--- src/rtl/core101_pkg.sv ---
// Shared definitions for the Core101 front end.
//   DEFAULT_XLEN         : default datapath / address width
//   DEFAULT_RESET_VECTOR : default first fetch address after reset
//   fetch_state_e        : instruction-fetch FSM state encoding
//   INSN_BYTES           : size of one instruction word in bytes
package core101_pkg;

  localparam int          DEFAULT_XLEN         = 32;
  localparam logic [31:0] DEFAULT_RESET_VECTOR = 32'h0000_0000;
  localparam int          INSN_BYTES           = 4;

  typedef enum logic [1:0] {
    S_BOOT = 2'd0,
    S_RUN  = 2'd1,
    S_ERR  = 2'd2
  } fetch_state_e;

endpackage

--- src/rtl/fetch_watchdog.sv ---
// Saturating wait counter for the instruction-memory request.
// Ports:
//   clk, rst : clock and synchronous active-high reset
//   waiting  : a request is outstanding and memory is not ready this cycle
//   timeout  : one-cycle pulse when this waiting cycle is the TIMEOUT-th in a row
module fetch_watchdog #(
  parameter int TIMEOUT = 64
) (
  input  logic clk,
  input  logic rst,
  input  logic waiting,
  output logic timeout
);

  localparam int CW = $clog2(TIMEOUT + 1);

  logic [CW-1:0] count_q;

  // Any cycle that is not a waiting cycle (accept, redirect, no request)
  // restarts the count, so only consecutive stalls are measured.
  always_ff @(posedge clk) begin
    if (rst || !waiting) begin
      count_q <= '0;
    end else if (count_q != CW'(TIMEOUT)) begin
      count_q <= count_q + 1'b1;
    end
  end

  // Fires in the cycle whose wait brings the count to TIMEOUT, so the
  // owner can change state on the same edge the count gets there.
  assign timeout = waiting && (count_q >= CW'(TIMEOUT - 1));

endmodule

--- src/rtl/fetch_unit.sv ---
// Core101 instruction-fetch front end.
// Owns the PC, requests words from instruction memory and keeps a one-entry
// buffer toward decode. Supports redirect with flush and a sticky timeout.
// Ports:
//   clock_in, reset_in          : clock, synchronous active-high reset
//   ins_mem_valid_out/addr_out  : fetch request and word-aligned address
//   ins_mem_ready_in/data_in    : memory accepts and returns data same cycle
//   redirect_valid_in/addr_in   : new PC (branch/jump/trap), low bits ignored
//   dec_valid_out/ins_out/pc_out: buffered instruction toward decode
//   dec_ready_in                : decode consumes the buffer this cycle
//   fetch_err_out               : sticky memory-timeout error
//   dbg_state                   : current FSM state for observation
//
// Handshake: a transfer happens on a rising edge where valid and ready are
// both 1. The sender holds valid and its payload stable until that edge,
// except that a redirect may withdraw a fetch request.
module fetch_unit
  import core101_pkg::*;
#(
  parameter int             XLEN         = DEFAULT_XLEN,
  parameter logic [XLEN-1:0] RESET_VECTOR = XLEN'(DEFAULT_RESET_VECTOR),
  parameter int             TIMEOUT      = 64
) (
  input  logic             clock_in,
  input  logic             reset_in,
  output logic             ins_mem_valid_out,
  output logic [XLEN-1:0]  ins_mem_addr_out,
  input  logic             ins_mem_ready_in,
  input  logic [31:0]      ins_mem_data_in,
  input  logic             redirect_valid_in,
  input  logic [XLEN-1:0]  redirect_addr_in,
  output logic             dec_valid_out,
  output logic [31:0]      dec_ins_out,
  output logic [XLEN-1:0]  dec_pc_out,
  input  logic             dec_ready_in,
  output logic             fetch_err_out,
  output fetch_state_e     dbg_state
);

  fetch_state_e    state_q;
  fetch_state_e    state_d;
  logic [XLEN-1:0] pc_q;
  logic [XLEN-1:0] redirect_target;
  logic            accept;
  logic            waiting;
  logic            timeout;

  assign redirect_target = redirect_addr_in & ~XLEN'(INSN_BYTES - 1);
  assign accept          = ins_mem_valid_out && ins_mem_ready_in;
  assign waiting         = ins_mem_valid_out && !ins_mem_ready_in;

  fetch_watchdog #(
    .TIMEOUT (TIMEOUT)
  ) u_watchdog (
    .clk     (clock_in),
    .rst     (reset_in),
    .waiting (waiting),
    .timeout (timeout)
  );

  // FSM state register
  always_ff @(posedge clock_in) begin
    if (reset_in) begin
      state_q <= S_BOOT;
    end else begin
      state_q <= state_d;
    end
  end

  // FSM next state
  always_comb begin
    state_d = state_q;
    case (state_q)
      S_BOOT:  state_d = S_RUN;
      S_RUN:   if (timeout) state_d = S_ERR;
      S_ERR:   state_d = S_ERR;
      default: state_d = S_BOOT;
    endcase
  end

  // FSM outputs. A request needs room in the buffer: either it is empty or
  // decode is draining it this cycle, which gives 1 instruction/cycle.
  always_comb begin
    ins_mem_valid_out = (state_q == S_RUN) && !redirect_valid_in &&
                        (!dec_valid_out || dec_ready_in);
    fetch_err_out     = (state_q == S_ERR);
  end

  assign ins_mem_addr_out = pc_q;
  assign dbg_state        = state_q;

  // PC and decode buffer. Redirect wins over everything except reset; it
  // only flushes the buffer while running so an error state can still drain.
  always_ff @(posedge clock_in) begin
    if (reset_in) begin
      pc_q          <= RESET_VECTOR;
      dec_valid_out <= 1'b0;
      dec_ins_out   <= '0;
      dec_pc_out    <= '0;
    end else if (redirect_valid_in) begin
      pc_q <= redirect_target;
      if (state_q == S_RUN) begin
        dec_valid_out <= 1'b0;
      end else if (dec_valid_out && dec_ready_in) begin
        dec_valid_out <= 1'b0;
      end
    end else if (accept) begin
      dec_ins_out   <= ins_mem_data_in;
      dec_pc_out    <= pc_q;
      dec_valid_out <= 1'b1;
      pc_q          <= pc_q + XLEN'(INSN_BYTES);
    end else if (dec_valid_out && dec_ready_in) begin
      dec_valid_out <= 1'b0;
    end
  end

endmodule
--- config.mk ---
export PLATFORM = sky130hd
export DESIGN_NAME = fetch_unit
export DESIGN_NICKNAME = d
export VERILOG_FILES = /design/src/rtl/core101_pkg.sv /design/src/rtl/fetch_watchdog.sv /design/src/rtl/fetch_unit.sv
export SDC_FILE = /design/constraint.sdc
export NUM_CORES = 1
export LEC_CHECK = 0
export BUFFER_PORTS_ARGS = -buffer_cell sky130_fd_sc_hd__buf_4
export CAP_MARGIN = 40
export CORE_MARGIN = 2
export CORE_UTILIZATION = 45
export DETAILED_ROUTE_END_ITERATION = 10
export GPL_TIMING_DRIVEN = 0
export PLACE_DENSITY = 0.8
export SETUP_SLACK_MARGIN = 0.4
export SYNTH_ARGS = -nofsm -noshare
export SYNTH_HDL_FRONTEND = slang
export SYNTH_HIERARCHICAL = 1
export SYNTH_SLANG_ARGS = --single-unit
--- constraint.sdc ---
create_clock -name clock_in -period 6 [get_ports clock_in]
set_input_delay 0.6 -clock clock_in [delete_from_list [all_inputs] [get_ports clock_in]]
set_output_delay 0.6 -clock clock_in [all_outputs]
set_load 0.01 [all_outputs]
# == Word level (Yosys, flattened, before mapping) ==
# Cells that the tools add are included.
# op_classes
addsub,2
mul,0
div_mod_pow,0
n_lt_le_gt_ge,1
n_eq_ne,4
n_shift,0
muxes,8
bitwise,1
n_reduce_logical,16
# ops
cell,n
two-way mux 32 bit,2
adder 32 x 3 -> 32 bit (second input constant),1
adder 7 x 1 -> 7 bit (second input constant),1
greater-or-equal comparator 7 x 6 -> 1 bit (second input constant),1
inequality test 7 bit (second input constant),1
logical AND 1 bit,6
case mux 2 bit (3 select lines),1
zero test 1 bit,4
two-way mux 1 bit,4
== test 2 x 1 -> 1 bit (second input constant),1
== test 2 bit (second input constant),1
zero test 2 bit,1
logical OR 1 bit,2
two-way mux 2 bit,1
inequality test 2 bit (second input constant),1
AND reduction 2 bit,1
nonzero test 2 bit,1
OR reduction 2 bit,1
inverter 1 bit,1
# totals
ff_bits,106
latchBits,0
mem_bits_rw,0
romBits,0
in_bits,69
output_inout_bits,101
word_cells,39
n_memories,0

# == Depth between registers and ports, before layout ==
# Gate-level depths: netlist of run 1.
# depth
depth_word,7
mapped_depth,8
depth_no_buf,8

# == Modules after synthesis ==
# The synthesis of run 1 kept the hierarchy.
# by_module_without_submodules
mod,n_inst,cells_per_inst,area_per_inst_um2,seq_area_each_um2
fetch_unit,1,523,4088.9,1901.8
fetch_watchdog,1,40,369.1,140.1

# == Least setup slack after synthesis of run 1 ==
# OpenSTA, ideal clock, no wires.
# synth_timing
kind,flip-flop to flip-flop
from,"register pc_q[13], in the netlist ins_mem_addr_out[13]"
to,"register pc_q[28], in the netlist ins_mem_addr_out[28]"
setup_ns,0.132
arrival_ns,1.916
t_required_ns,5.868
setup_slack_ns,3.951
stages_incl_launch_ff,7
n_path_buf,1
period_less_slack_ns,2.049
cell_sequence,dfxtp_1 nand4_2 or4_1 buf_2 or4_1 nand3_1 a21oi_1
# synth_via
elab_chain_len,3
# synth_lines
element,line,text
from (decl),fetch_unit.sv:42,logic [XLEN-1:0] pc_q;
from (signal assigned),fetch_unit.sv:101,pc_q <= redirect_target;
from (signal assigned),fetch_unit.sv:111,pc_q <= pc_q + XLEN'(INSN_BYTES);
adder 32 x 3 -> 32 bit,fetch_unit.sv:111,
two-way mux 32 bit,fetch_unit.sv:107,end else if (accept) begin
two-way mux 32 bit,fetch_unit.sv:100,end else if (redirect_valid_in) begin
# No other way between the ends. The select of a mux whose other input is x is not followed.
# A chain may end at the register's enable or synchronous reset.

# == Final worst setup path of run 1 ==
# layout_timing
from,"register state_q[1], in the netlist dbg_state[1]"
to,register dec_pc_out[19]
# layout_via
elab_chain_len,5
# layout_lines
element,line,text
from (decl),fetch_unit.sv:40,fetch_state_e state_q;
from (signal assigned),fetch_unit.sv:66,state_q <= state_d;
== test 2 x 1 -> 1 bit,fetch_unit.sv:84,ins_mem_valid_out = (state_q == S_RUN) && !redirect_valid_in &&
logical AND 1 bit (2 in series),fetch_unit.sv:84,
logical AND 1 bit,fetch_unit.sv:49,assign accept = ins_mem_valid_out && ins_mem_ready_in;
AND reduction 2 bit (no line),-,
to (signal assigned),fetch_unit.sv:109,dec_pc_out <= pc_q;
to (decl),fetch_unit.sv:34,"output logic [XLEN-1:0] dec_pc_out,"
# No other way between the ends.

==> summary.md, run 1 <==
| Metric | Value |
|---|---|
| Met1 usage | `31.47%` |
| Final worst slack | `3555 ps` |
| Req. time, crit path | `6300 ps` |
| Worst clock skew | `9.581 ps` |
| Max incr delay on CP | `480 ps` |
| Initial Util | `46.03%` |
| Clock power frac | `27.3%` |
| Tmin final | `2445 ps` |
| Cell area after layout | `6033 µm²` |
| All-Layer GR Usage | `25.20%` |
| MaxCap Viol Count | `0` |
| Switching portion of total power | `32.40%` |
| Routed WL | `13840 µm` |
| First DRT Iteration DRCs | `307` |
| Switching power | `489.8 µW` |
| I/O pin cnt | `170` |
| CTS tree | `built` |
| Mapped Area | `4458 µm²` |
| Number of enable flip-flop cells after synthesis | `0` |
| H-tree lvl count | `3` |
| Cell Pwr Density | `250.6 nW/µm²` |
| Post-synth top area cell | `dfxtp_1` |
| Initial antenna violation count | `0` |
| Synth cell types | `49` |
| Maximum number of pins on one net before global-route repair | `19` |
| Final hold slack | `459.4 ps` |
| Layout area overhead | `35.34%` |
| Die ar. | `10720 µm²` |
| Share of the synthesized area in the top cell type | `45.80%` |
| Met3 Use GR | `5.035%` |
| Worst rel slew slack | `58.37%` |
| GP Congestion | `0.8802` |
| Crit path max-delay family | `buffers and inverters` |
| First-pass iteration count of the detailed router | `5` |
| Gr ovfl total | `0` |
| DRC Markers | `0` |
| Core Util, Final | `62.30%` |
| Total core area | `9684 µm²` |
| Least-Margin Pin Slew | `624.5 ps` |
| Final Hold Fails | `0` |
| Worst path most repeated cell | `clkbuf_1` |
| Placed cell areas | `5852 µm²` |
| Status | `finished, final reports clean` |
| Routed WL per cell | `15.78 µm` |
| R2r startpoint | `dbg_state[1]` |
| F_max | `408.9 MHz` |
| Hold/Removal Path Class | `reg -> reg` |
| Most common cell after layout, fill and taps aside | `buf_4` |
| Syn Area/Cell | `7.918 µm²` |
| Reg power frac | `50.5%` |
| Worst path cell trace | `inv_1 -> ha_1 -> and4_1 -> clkbuf_1 -> clkbuf_1 -> clkbuf_1 -> nand2_1 -> a21oi_1` |
| Clock tree buffer depth | `2` |
| Internal power | `1.022 mW` |
| GR Util met2 | `42.90%` |
| HPWL after DPL | `10450 µm` |
| Critical Path Start | `dbg_state[1]` |
| Post-synthesis sequential area ratio | `45.80%` |
| Mux cell area share after synthesis | `0.9543%` |
| First-pass GRT wire length | `22130 µm` |
| HP Start | `dec_pc_out[28]` |
| Vias in the first global route | `4426` |
| Cell Rows | `36` |
| Xor and xnor area share after synthesis | `4.322%` |
| Antenna Cells | `0` |
| Vias | `4739` |
| Final instance count without filler cells | `877` |
| Port Buffers | `162` |
| Largest family of logic cells by synthesized area | `simple AND/OR/NAND/NOR gates` |
| Clk_lat worst skew | `370 ps` |
| Register bit total from synthesis | `102` |
| CTS Sinks | `102` |
| Post-cts sizing count | `0` |
| Cells after Synth | `563` |
| Drt via density | `5.404` |
| Horiz. Die Dim | `103.5 µm` |
| Post-DRT Antenna Nets | `0` |
| Fin crit share | `40.76%` |
| Synth Area in Adders | `1.684%` |
| Comb pwr share | `22.2%` |
| Post-layout nets | `814` |
| Crit path max fanout | `10` |
| Busiest grt layer | `met2` |
| Postcts setup bufs | `0` |
| Pins Over Slew Limit | `0` |
| Main flop type after synthesis | `dfxtp_1` |
| CTS root buffer | `clkbuf_8` |
| Critical Setup Path Class | `reg -> reg` |
| Buf/Inv on CP | `4` |
| Simple-gate share of the synthesized area | `25.93%` |
| Async SR Flop Fraction | `0%` |
| Synth warn | `6` |
| VDD IR max | `0.0001607 V` |
| Final setup violation count | `0` |
| Layout cells sized above 1 | `25.94%` |
| Most frequent cells in the layout | `166 x buf_4, 149 x nand2_1, 102 x dfxtp_1, 81 x a21oi_1, 37 x clkbuf_1` |
| RSZ-0062 raised after global routing | `false` |
| Pleak | `2.366 nW` |
| Critical Path Source Type | `register` |
| Dpl cells | `861` |
| Place WS | `3284 ps` |
| Die Y | `103.5 µm` |
| Crit. End Element | `register` |
| TNS Setup | `0 ps` |
| CP arrival | `2750 ps` |
| Tot Pwr | `1.512 mW` |
| Ranking of synthesized cells by area | `dfxtp_1 46%, nand2_1 13%, a21oi_1 9.1%` |
| Cell at the slowest stage of the critical path | `clkbuf_1` |
| Num CTS Buffers | `9` |
| Compound-Gate Fraction of Synth Area | `16.31%` |
| Cts hold-fix bufs | `0` |
| Reg clk slew, reported paths | `100 ps` |
final cells by class:
| class | count | area, µm² |
|---|---|---|
| multi-input combinational | 410 | 2208 |
| inverter | 12 | 45.04 |
| clock inverter | 7 | 57.56 |
| sequential | 102 | 2042 |
| timing repair buffer | 162 | 1216 |
| buffer | 42 | 173.9 |
| tap | 133 | 166.4 |
| clock buffer | 9 | 123.9 |
| fill | 845 | 3651 |
worst paths after layout:
check	slack [ps]	end	cells past startpoint
worst max-delay path	3550	dec_pc_out[19]	8
worst min-delay path	460	dec_pc_out[28]	2
worst max register to register	3550	dec_pc_out[19]	8
worst min register to register	460	dec_pc_out[28]	2
power groups by stage:
stage | registers (mW) | logic [mW] | clock network (mW)
4_1_cts | 0.763 | 0.335 | 0.420
5_1_grt | 0.770 | 0.367 | 0.447
6_report | 0.764 | 0.335 | 0.412
3_5_place_dp | 0.779 | 0.334 | 0
3_3_place_gp | 0.776 | 0.323 | 0
2_1_floorplan | 0.789 | 0.157 | 0
Yosys cell counts (4+ instances only):
| cell | n |
|---|---|
| xnor2_1 | 15 |
| dfxtp_1 | 102 |
| and3_1 | 8 |
| clkbuf_1 | 37 |
| a31oi_1 | 7 |
| inv_1 | 12 |
| or3_1 | 6 |
| xor2_1 | 7 |
| and2_1 | 7 |
| o22ai_1 | 7 |
| nand2b_1 | 5 |
| o21ai_0 | 5 |
| a211oi_1 | 8 |
| a21oi_1 | 81 |
| ha_1 | 6 |
| nor3_1 | 10 |
| buf_4 | 4 |
| nand2_1 | 149 |
| nand3_1 | 15 |
| nand4_1 | 10 |
| nor2_1 | 17 |
| nor4_1 | 8 |
flip-flops by register name, indices dropped and copies added (netlist names):
| name | cells |
|---|---|
| dec_valid_out | 1 |
| dec_ins_out | 32 |
| ins_mem_addr_out | 30 |
| u_watchdog/count_q | 7 |
| dec_pc_out | 30 |
| dbg_state | 2 |
logic make-up after synthesis:
logic type,after synthesis
simple gates,249
xor+xnor,22
other cells,1
mux,4
buf+inv,54
compound gates,125
flops,102
fa+ha+maj,6
routing by layer:
| layer | wire, µm | vias to the layer above | share of wire [%] |
|---|---|---|---|
| met5 | 0 | - | 0 |
| met4 | 379 | 0 | 2.7 |
| met3 | 955 | 34 | 6.9 |
| met2 | 6822 | 227 | 49 |
| met1 | 5685 | 2202 | 41 |
| li1 | - | 2276 | - |
worst min-delay path, delay by kind of cell (launching register included):
kind	cells	cell delay, ps
compound gates	1	50
flops	1	320
simple gates	1	50
No activity file was read; power rests on OpenSTA's default activity.
==> inputs of run 2 (changes only) <==
--- a/config.mk
+++ b/config.mk
@@ -8,10 +8,10 @@
 export BUFFER_PORTS_ARGS = -buffer_cell sky130_fd_sc_hd__buf_4
 export CAP_MARGIN = 40
 export CORE_MARGIN = 2
-export CORE_UTILIZATION = 45
+export CORE_UTILIZATION = 44
 export DETAILED_ROUTE_END_ITERATION = 10
 export GPL_TIMING_DRIVEN = 0
-export PLACE_DENSITY = 0.8
+export PLACE_DENSITY = 0.82
 export SETUP_SLACK_MARGIN = 0.4
 export SYNTH_ARGS = -nofsm -noshare
 export SYNTH_HDL_FRONTEND = slang
==> constraint.sdc (replaced) <==
create_clock -name clock_in -period 2.1 [get_ports clock_in]
set_input_delay 0.21 -clock clock_in [delete_from_list [all_inputs] [get_ports clock_in]]
set_output_delay 0.21 -clock clock_in [all_outputs]
set_load 0.01 [all_outputs]
==> run 2 against run 1 <==
  * Routed wire length is 15% higher
  * Design area rose by 9.6%
  * Sequential power increased to 2.9 times the previous value
  * Hold slack worse by 380 ps
  * Sequential share of layout area shrank 1.9 points
  * Die area rose by 2.2%
  * Via count increased by 8.3%
  * Largest cell class unchanged
  * Largest power group unchanged
==> summary.md, run 2 (synthesis gave the netlist of run 1 again) <==
| Metric | Value |
|---|---|
| Total core area | `9819 µm² (+1.4%)` |
| MaxCap Viol Count | `0 (unchanged)` |
| CTS Sinks | `102 (unchanged)` |
| Num CTS Buffers | `9 (unchanged)` |
| Post-layout nets | `841 (+3.3%)` |
| Reg clk slew, reported paths | `100 ps (about the same)` |
| F_max | `501.2 MHz (+23%)` |
| Cts hold-fix bufs | `0 (unchanged)` |
| Vias in the first global route | `4752 (+7.4%)` |
| Largest register FFs | `32 (unchanged)` |
| Largest Register | `dec_ins_out` |
| Least-Margin Pin Slew | `679.6 ps (+55.10 ps)` |
| Pleak | `2.695 nW (+14%)` |
| Clock tree buffer depth | `2 (unchanged)` |
| Critical Path Source Type | `register` |
| Die Y | `104.7 µm (+1.1%)` |
| Critical Setup Path Class | `reg -> reg` |
| Post-DRT Antenna Nets | `0 (unchanged)` |
| Drt via density | `5.679 (+5.1%)` |
| Maximum number of pins on one net before global-route repair | `19 (unchanged)` |
| CTS tree | `built` |
| Worst rel slew slack | `54.69% (-3.7 points)` |
| First-pass GRT wire length | `23280 µm (+5.2%)` |
| Die ar. | `10950 µm² (+2.2%)` |
| Clk_lat worst skew | `370 ps (about the same)` |
| Status | `finished, final reports clean` |
| HPWL after DPL | `10630 µm (+1.7%)` |
| Pins Over Slew Limit | `0 (unchanged)` |
| CP arrival | `2240 ps (-510 ps)` |
| Crit path max fanout | `4 (-6)` |
| Fin crit share | `95.01% (+54 points)` |
| Hold/Removal Path Class | `in -> reg` |
| Layout cells sized above 1 | `38.39% (+12 points)` |
| I/O pin cnt | `170 (unchanged)` |
| Routed WL per cell | `17.57 µm (+11%)` |
| Most common cell after layout, fill and taps aside | `buf_4` |
| H-tree lvl count | `3 (unchanged)` |
| Final Hold Fails | `0 (unchanged)` |
| Initial antenna violation count | `0 (unchanged)` |
| Number of fill cells | `785 (-7.1%)` |
| Cell area after layout | `6610 µm² (+9.6%)` |
| Cell Rows | `36 (unchanged)` |
| VDD IR max | `0.0005024 V (+210%)` |
| Tmin final | `1995 ps (-450.1 ps)` |
| Cell Pwr Density | `679.9 nW/µm² (+170%)` |
| All-Layer GR Usage | `26.43% (+1.2 points)` |
| Placed cell areas | `5931 µm² (+1.3%)` |
| Most frequent cells in the layout | `193 x buf_4, 148 x nand2_1, 80 x a21oi_1, 75 x dfxtp_1, 17 x nor2_1` |
| Final hold slack | `74.52 ps (-384.9 ps)` |
| CTS root buffer | `clkbuf_8` |
| Hold depth | `3 (+1)` |
| Antenna Cells | `0 (unchanged)` |
| GP Congestion | `0.9213 (+4.7%)` |
| Crit. End Element | `register` |
| First-pass iteration count of the detailed router | `5 (unchanged)` |
| Vias | `5134 (+8.3%)` |
| RSZ-0062 raised after global routing | `true` |
| DRC Markers | `0 (unchanged)` |
| Horiz. Die Dim | `104.7 µm (+1.1%)` |
| Layout area overhead | `48.27%` |
| Gr ovfl total | `0 (unchanged)` |
| Worst clock skew | `11.56 ps (+1.976 ps)` |
| R2R depth | `6 (-2)` |
| Final instance count without filler cells | `904 (+3.1%)` |
| Req. time, crit path | `2340 ps (-3960 ps)` |
| First DRT Iteration DRCs | `575 (+87%)` |
| Dpl cells | `861 (unchanged)` |
| Port Buffers | `162 (unchanged)` |
| Initial Util | `45.40% (-0.63 points)` |
| Final setup violation count | `0 (unchanged)` |
| Routed WL | `15890 µm (+15%)` |
==> run 2: cell count changes in the layout (fill, tap and decap cells not counted), moves of 4 or more <==
cell | before | now
buf_4 | 166 | 193
dfxtp_1 | 102 | 75
nor3_1 | 10 | 6
nor4_1 | 8 | 1
dfxtp_2 | 0 | 12
dfxtp_4 | 0 | 15
clkbuf_2 | 0 | 7
clkbuf_8 | 9 | 15
clkbuf_1 | 37 | 16
nor4_2 | 1 | 5
clkbuf_4 | 0 | 5
==> run 2: critical path, cell delays in order (launching register included) <==
cell     delay, ps
dfxtp_4        380
nand4_1        170
or4_4          560
buf_6          140
or4_4          480
nand3_2         90
a21oi_2         50
==> run 2: stage by stage <==
step | setup TNS (ps) | power [mW] | util, % | worst slack (ps)
after floorplan | 0 | 2.712 | - | 228.5
after global placement | 0 | 3.149 | 60.40 | 2.815
after detailed placement | -1717 | 3.193 | 60.40 | -112.5
final | 0 | 4.494 | 67.32 | 104.7
after CTS | 0 | 4.419 | 65.14 | 151.5
after global routing | 0 | 4.686 | 67.32 | 60.38
==> run 2: worst paths after layout <==
check,from,end,slack (ps)
max,ins_mem_addr_out[19],ins_mem_addr_out[28],100
min,redirect_addr_in[23],ins_mem_addr_out[23],70
max reg2reg,ins_mem_addr_out[19],ins_mem_addr_out[28],100
min reg2reg,dec_ins_out[12],dec_ins_out[12],460
==> run 2: final cells by class <==
type / instances / area [µm²] / area share, %
multi-input cells: 410 / 2405 / 36.38
flip-flops and latches: 102 / 2113 / 31.97
repair buffers: 189 / 1426 / 21.58
plain buffers: 42 / 276.5 / 4.183
well taps: 133 / 166.4 / 2.518
clock buffers: 9 / 123.9 / 1.874
clock inverters: 7 / 53.80 / 0.8139
inverters: 12 / 45.04 / 0.6814
==> run 2: metal layers <==
metal	part of all wire (%)	vias up	track usage, %
met3	10	96	6.301
met2	47	334	45.19
met4	5.6	0	13.62
li1	-	2335	-
met5	0	-	0
met1	37	2369	30.75
==> run 2: what timing repair did <==
item | in CTS | in global routing
buffers inserted | 20 | 7
resized for setup | 44 | 48
setup endpoints to repair | 100 | 53
endpoints found under the hold margin | 0 | 0
pin swaps | 10 | 8
==> run 2: report_power, final <==
part	total (mW)	switching, mW	internal [mW]	leakage, nW
Sequential	2.19	0.127	2.06	0.844
Combinational	1.15	0.628	0.517	1.76
Clock	1.16	0.716	0.447	0.0928
==> inputs of run 3 (changes only) <==
--- a/config.mk
+++ b/config.mk
@@ -8,10 +8,10 @@
 export BUFFER_PORTS_ARGS = -buffer_cell sky130_fd_sc_hd__buf_4
 export CAP_MARGIN = 40
 export CORE_MARGIN = 2
-export CORE_UTILIZATION = 44
+export CORE_UTILIZATION = 45
 export DETAILED_ROUTE_END_ITERATION = 10
 export GPL_TIMING_DRIVEN = 0
-export PLACE_DENSITY = 0.82
+export PLACE_DENSITY = 0.8
 export SETUP_SLACK_MARGIN = 0.4
 export SYNTH_ARGS = -nofsm -noshare
 export SYNTH_HDL_FRONTEND = slang
==> constraint.sdc (replaced) <==
create_clock -name clock_in -period 2.5 [get_ports clock_in]
set_input_delay 0.25 -clock clock_in [delete_from_list [all_inputs] [get_ports clock_in]]
set_output_delay 0.25 -clock clock_in [all_outputs]
set_load 0.01 [all_outputs]
==> run 3 against run 2 <==
  * Routed wire length decreased by 12%
  * Fmax decreased by 5.9%
  * Clock power decreased by 14%
  * Flip-flop and latch count unchanged
  * Cell count decreased by 2.8%
  * Critical path depth unchanged
==> summary.md, run 3 (synthesis gave the netlist of run 1 again) <==
| Metric | Value |
|---|---|
| Cts hold-fix bufs | `0 (unchanged)` |
| Maximum number of pins on one net before global-route repair | `19 (unchanged)` |
| Worst flop-to-flop path endpoint | `ins_mem_addr_out[28]` |
| Cell Rows | `36 (unchanged)` |
| CTS Sinks | `102 (unchanged)` |
| Least-Margin Pin Slew | `629.3 ps (-50.26 ps)` |
| Core Util, Final | `63.05% (-4.3 points)` |
| Antenna Cells | `0 (unchanged)` |
| Most frequent cells in the layout | `168 x buf_4, 149 x nand2_1, 89 x dfxtp_1, 81 x a21oi_1, 25 x clkbuf_1` |
| Fin crit share | `84.80% (-10 points)` |
| Largest register FFs | `32 (unchanged)` |
| Pins Over Slew Limit | `0 (unchanged)` |
| Critical Path Start | `ins_mem_addr_out[14]` |
| First-pass GRT wire length | `22360 µm (-4.0%)` |
| H-tree lvl count | `3 (unchanged)` |
| Critical Path Source Type | `register` |
| TNS Setup | `0 ps (unchanged)` |
| Final setup violation count | `0 (unchanged)` |
| Area of the multi-input gates | `2230 µm² (-7.3%)` |
| HPWL after DPL | `10450 µm (-1.7%)` |
| GP Congestion | `0.8802 (-4.5%)` |
| Die Y | `103.5 µm (-1.1%)` |
| Pleak | `2.416 nW (-10%)` |
| Largest Register | `dec_ins_out` |
| R2r startpoint | `ins_mem_addr_out[14]` |
| Internal power | `2.470 mW (-18%)` |
| Initial antenna violation count | `0 (unchanged)` |
| Vias | `4760 (-7.3%)` |
| Comb pwr share | `22.6% (-2.9 points)` |
| Crit. End Element | `register` |
| I/O pin cnt | `170 (unchanged)` |
| Layout area overhead | `36.96%` |
| Horiz. Die Dim | `103.5 µm (-1.1%)` |
| First-pass iteration count of the detailed router | `5 (unchanged)` |
| Total core area | `9684 µm² (-1.4%)` |
| Critical Setup Path Class | `reg -> reg` |
| Worst clock skew | `11.38 ps (-0.1752 ps)` |
| Reg power frac | `50.2% (+1.6 points)` |
| Number of fill cells | `823 (+4.8%)` |
| RSZ-0062 raised after global routing | `true` |
| CTS tree | `built` |
| Gr ovfl total | `0 (unchanged)` |
| Clock power frac | `27.2% (+1.3 points)` |
| Clk_lat worst skew | `370 ps (about the same)` |
| Final Hold Fails | `0 (unchanged)` |
| Drt via density | `5.415 (-4.6%)` |
| All-Layer GR Usage | `25.46% (-0.98 points)` |
| Routed WL per cell | `15.93 µm (-9.4%)` |
| CP endpoint | `ins_mem_addr_out[28]` |
| Req. time, crit path | `2730 ps (+390 ps)` |
| R2R depth | `6 (unchanged)` |
| Most common cell after layout, fill and taps aside | `buf_4` |
| Vias in the first global route | `4455 (-6.3%)` |
| CTS root buffer | `clkbuf_8` |
| Post-DRT Antenna Nets | `0 (unchanged)` |
| Initial Util | `46.03% (+0.63 points)` |
| Die ar. | `10720 µm² (-2.1%)` |
| Hold/Removal Path Class | `in -> reg` |
| R2r setup slk | `380 ps (+280 ps)` |
| Post-layout nets | `816 (-3.0%)` |
| F_max | `471.7 MHz (-5.9%)` |
| Switching portion of total power | `32.44% (-0.31 points)` |
| Clock tree buffer depth | `2 (unchanged)` |
| Register area | `2061 µm² (-2.5%)` |
| VDD IR max | `0.0003896 V (-22%)` |
| Num CTS Buffers | `9 (unchanged)` |
| Port Buffers | `162 (unchanged)` |
| Switching power | `1.186 mW (-19%)` |
| Layout cells sized above 1 | `29.89% (-8.5 points)` |
| DRC Markers | `0 (unchanged)` |
| Worst rel slew slack | `58.04% (+3.4 points)` |
| Cell Pwr Density | `598.8 nW/µm² (-12%)` |
| Crit path max fanout | `6 (+2)` |
| CP arrival | `2350 ps (+110 ps)` |
| MaxCap Viol Count | `0 (unchanged)` |
| Reg clk slew, reported paths | `110 ps (about the same)` |
| Status | `finished, final reports clean` |
| Routed WL | `14000 µm (-12%)` |
| First DRT Iteration DRCs | `373 (-35%)` |
| Tmin final | `2120 ps (+124.8 ps)` |
==> run 3: changes by cell type in the layout (fill, tap and decap cells not counted), sizes merged <==
| cell | delta |
|---|---|
| buf | -27 |
| inv | -2 |
| clkinv | +1 |
| clkinvlp | +1 |
| clkbuf | +2 |
==> run 3: timing repair <==
item,in CTS,in global routing
setup buffers,2,0
pin swaps,1,0
cloned,0,0
resized for setup,19,18
endpoints found under the setup margin,47,53
==> run 3: critical path, cell delays in order, from the launching register on <==
cell and delay, ps:
dfxtp_2 420, nand4_2 180, or4_1 550, buf_2 180, or4_1 490, nand3_1 100
a21oi_1 70
==> run 3: worst min-delay path by stage <==
stage,from,endpoint,slack [ps],depth (start not counted)
2_1_floorplan,ins_mem_data_in[0],dec_ins_out[0],390,2
5_1_grt,redirect_addr_in[2],ins_mem_addr_out[2],100,3
4_1_cts,ins_mem_data_in[2],dec_ins_out[2],110,3
3_3_place_gp,dec_ins_out[11],dec_ins_out[11],440,2
3_5_place_dp,dec_pc_out[27],dec_pc_out[27],450,2
6_report,ins_mem_data_in[2],dec_ins_out[2],110,3
==> run 3: per-layer routing <==
metal / up-vias / global-route usage [%] / share of wire [%]
met1: 2188 / 31.91 / 41
met2: 243 / 43.00 / 48
li1: 2281 / - / -
met3: 48 / 5.035 / 7.6
met4: 0 / 10.42 / 3.2
met5: - / 0 / 0
==> run 3: layout make-up <==
type	count	area share, %
well taps	133	2.725
multi-input cells	410	36.52
inverters	12	0.7377
repair buffers	164	20.16
clock inverters	7	0.9426
plain buffers	42	3.135
flip-flops and latches	102	33.75
clock buffers	9	2.029
==> run 3: stage by stage <==
stage	hold WS (ps)	power (mW)	area, µm²	setup WS [ps]	instances
2_1_floorplan	386.0	2.270	4469	451.4	566
3_3_place_gp	442.7	2.638	5852	137.4	861
3_5_place_dp	448.4	2.671	5852	14.63	861
4_1_cts	108.7	3.658	6080	400.1	879
5_1_grt	101.0	3.824	6106	275.7	879
6_report	114.3	3.656	6106	379.9	879
==> run 3: power groups by stage <==
stage                     Clock (mW)  Combinational (mW)  Sequential [mW]
final                          0.994               0.825             1.84
after floorplan                    0               0.377             1.89
after detailed placement           0               0.802             1.87
after global routing            1.07               0.901             1.85
after global placement             0               0.775             1.86
after CTS                       1.01               0.816             1.83
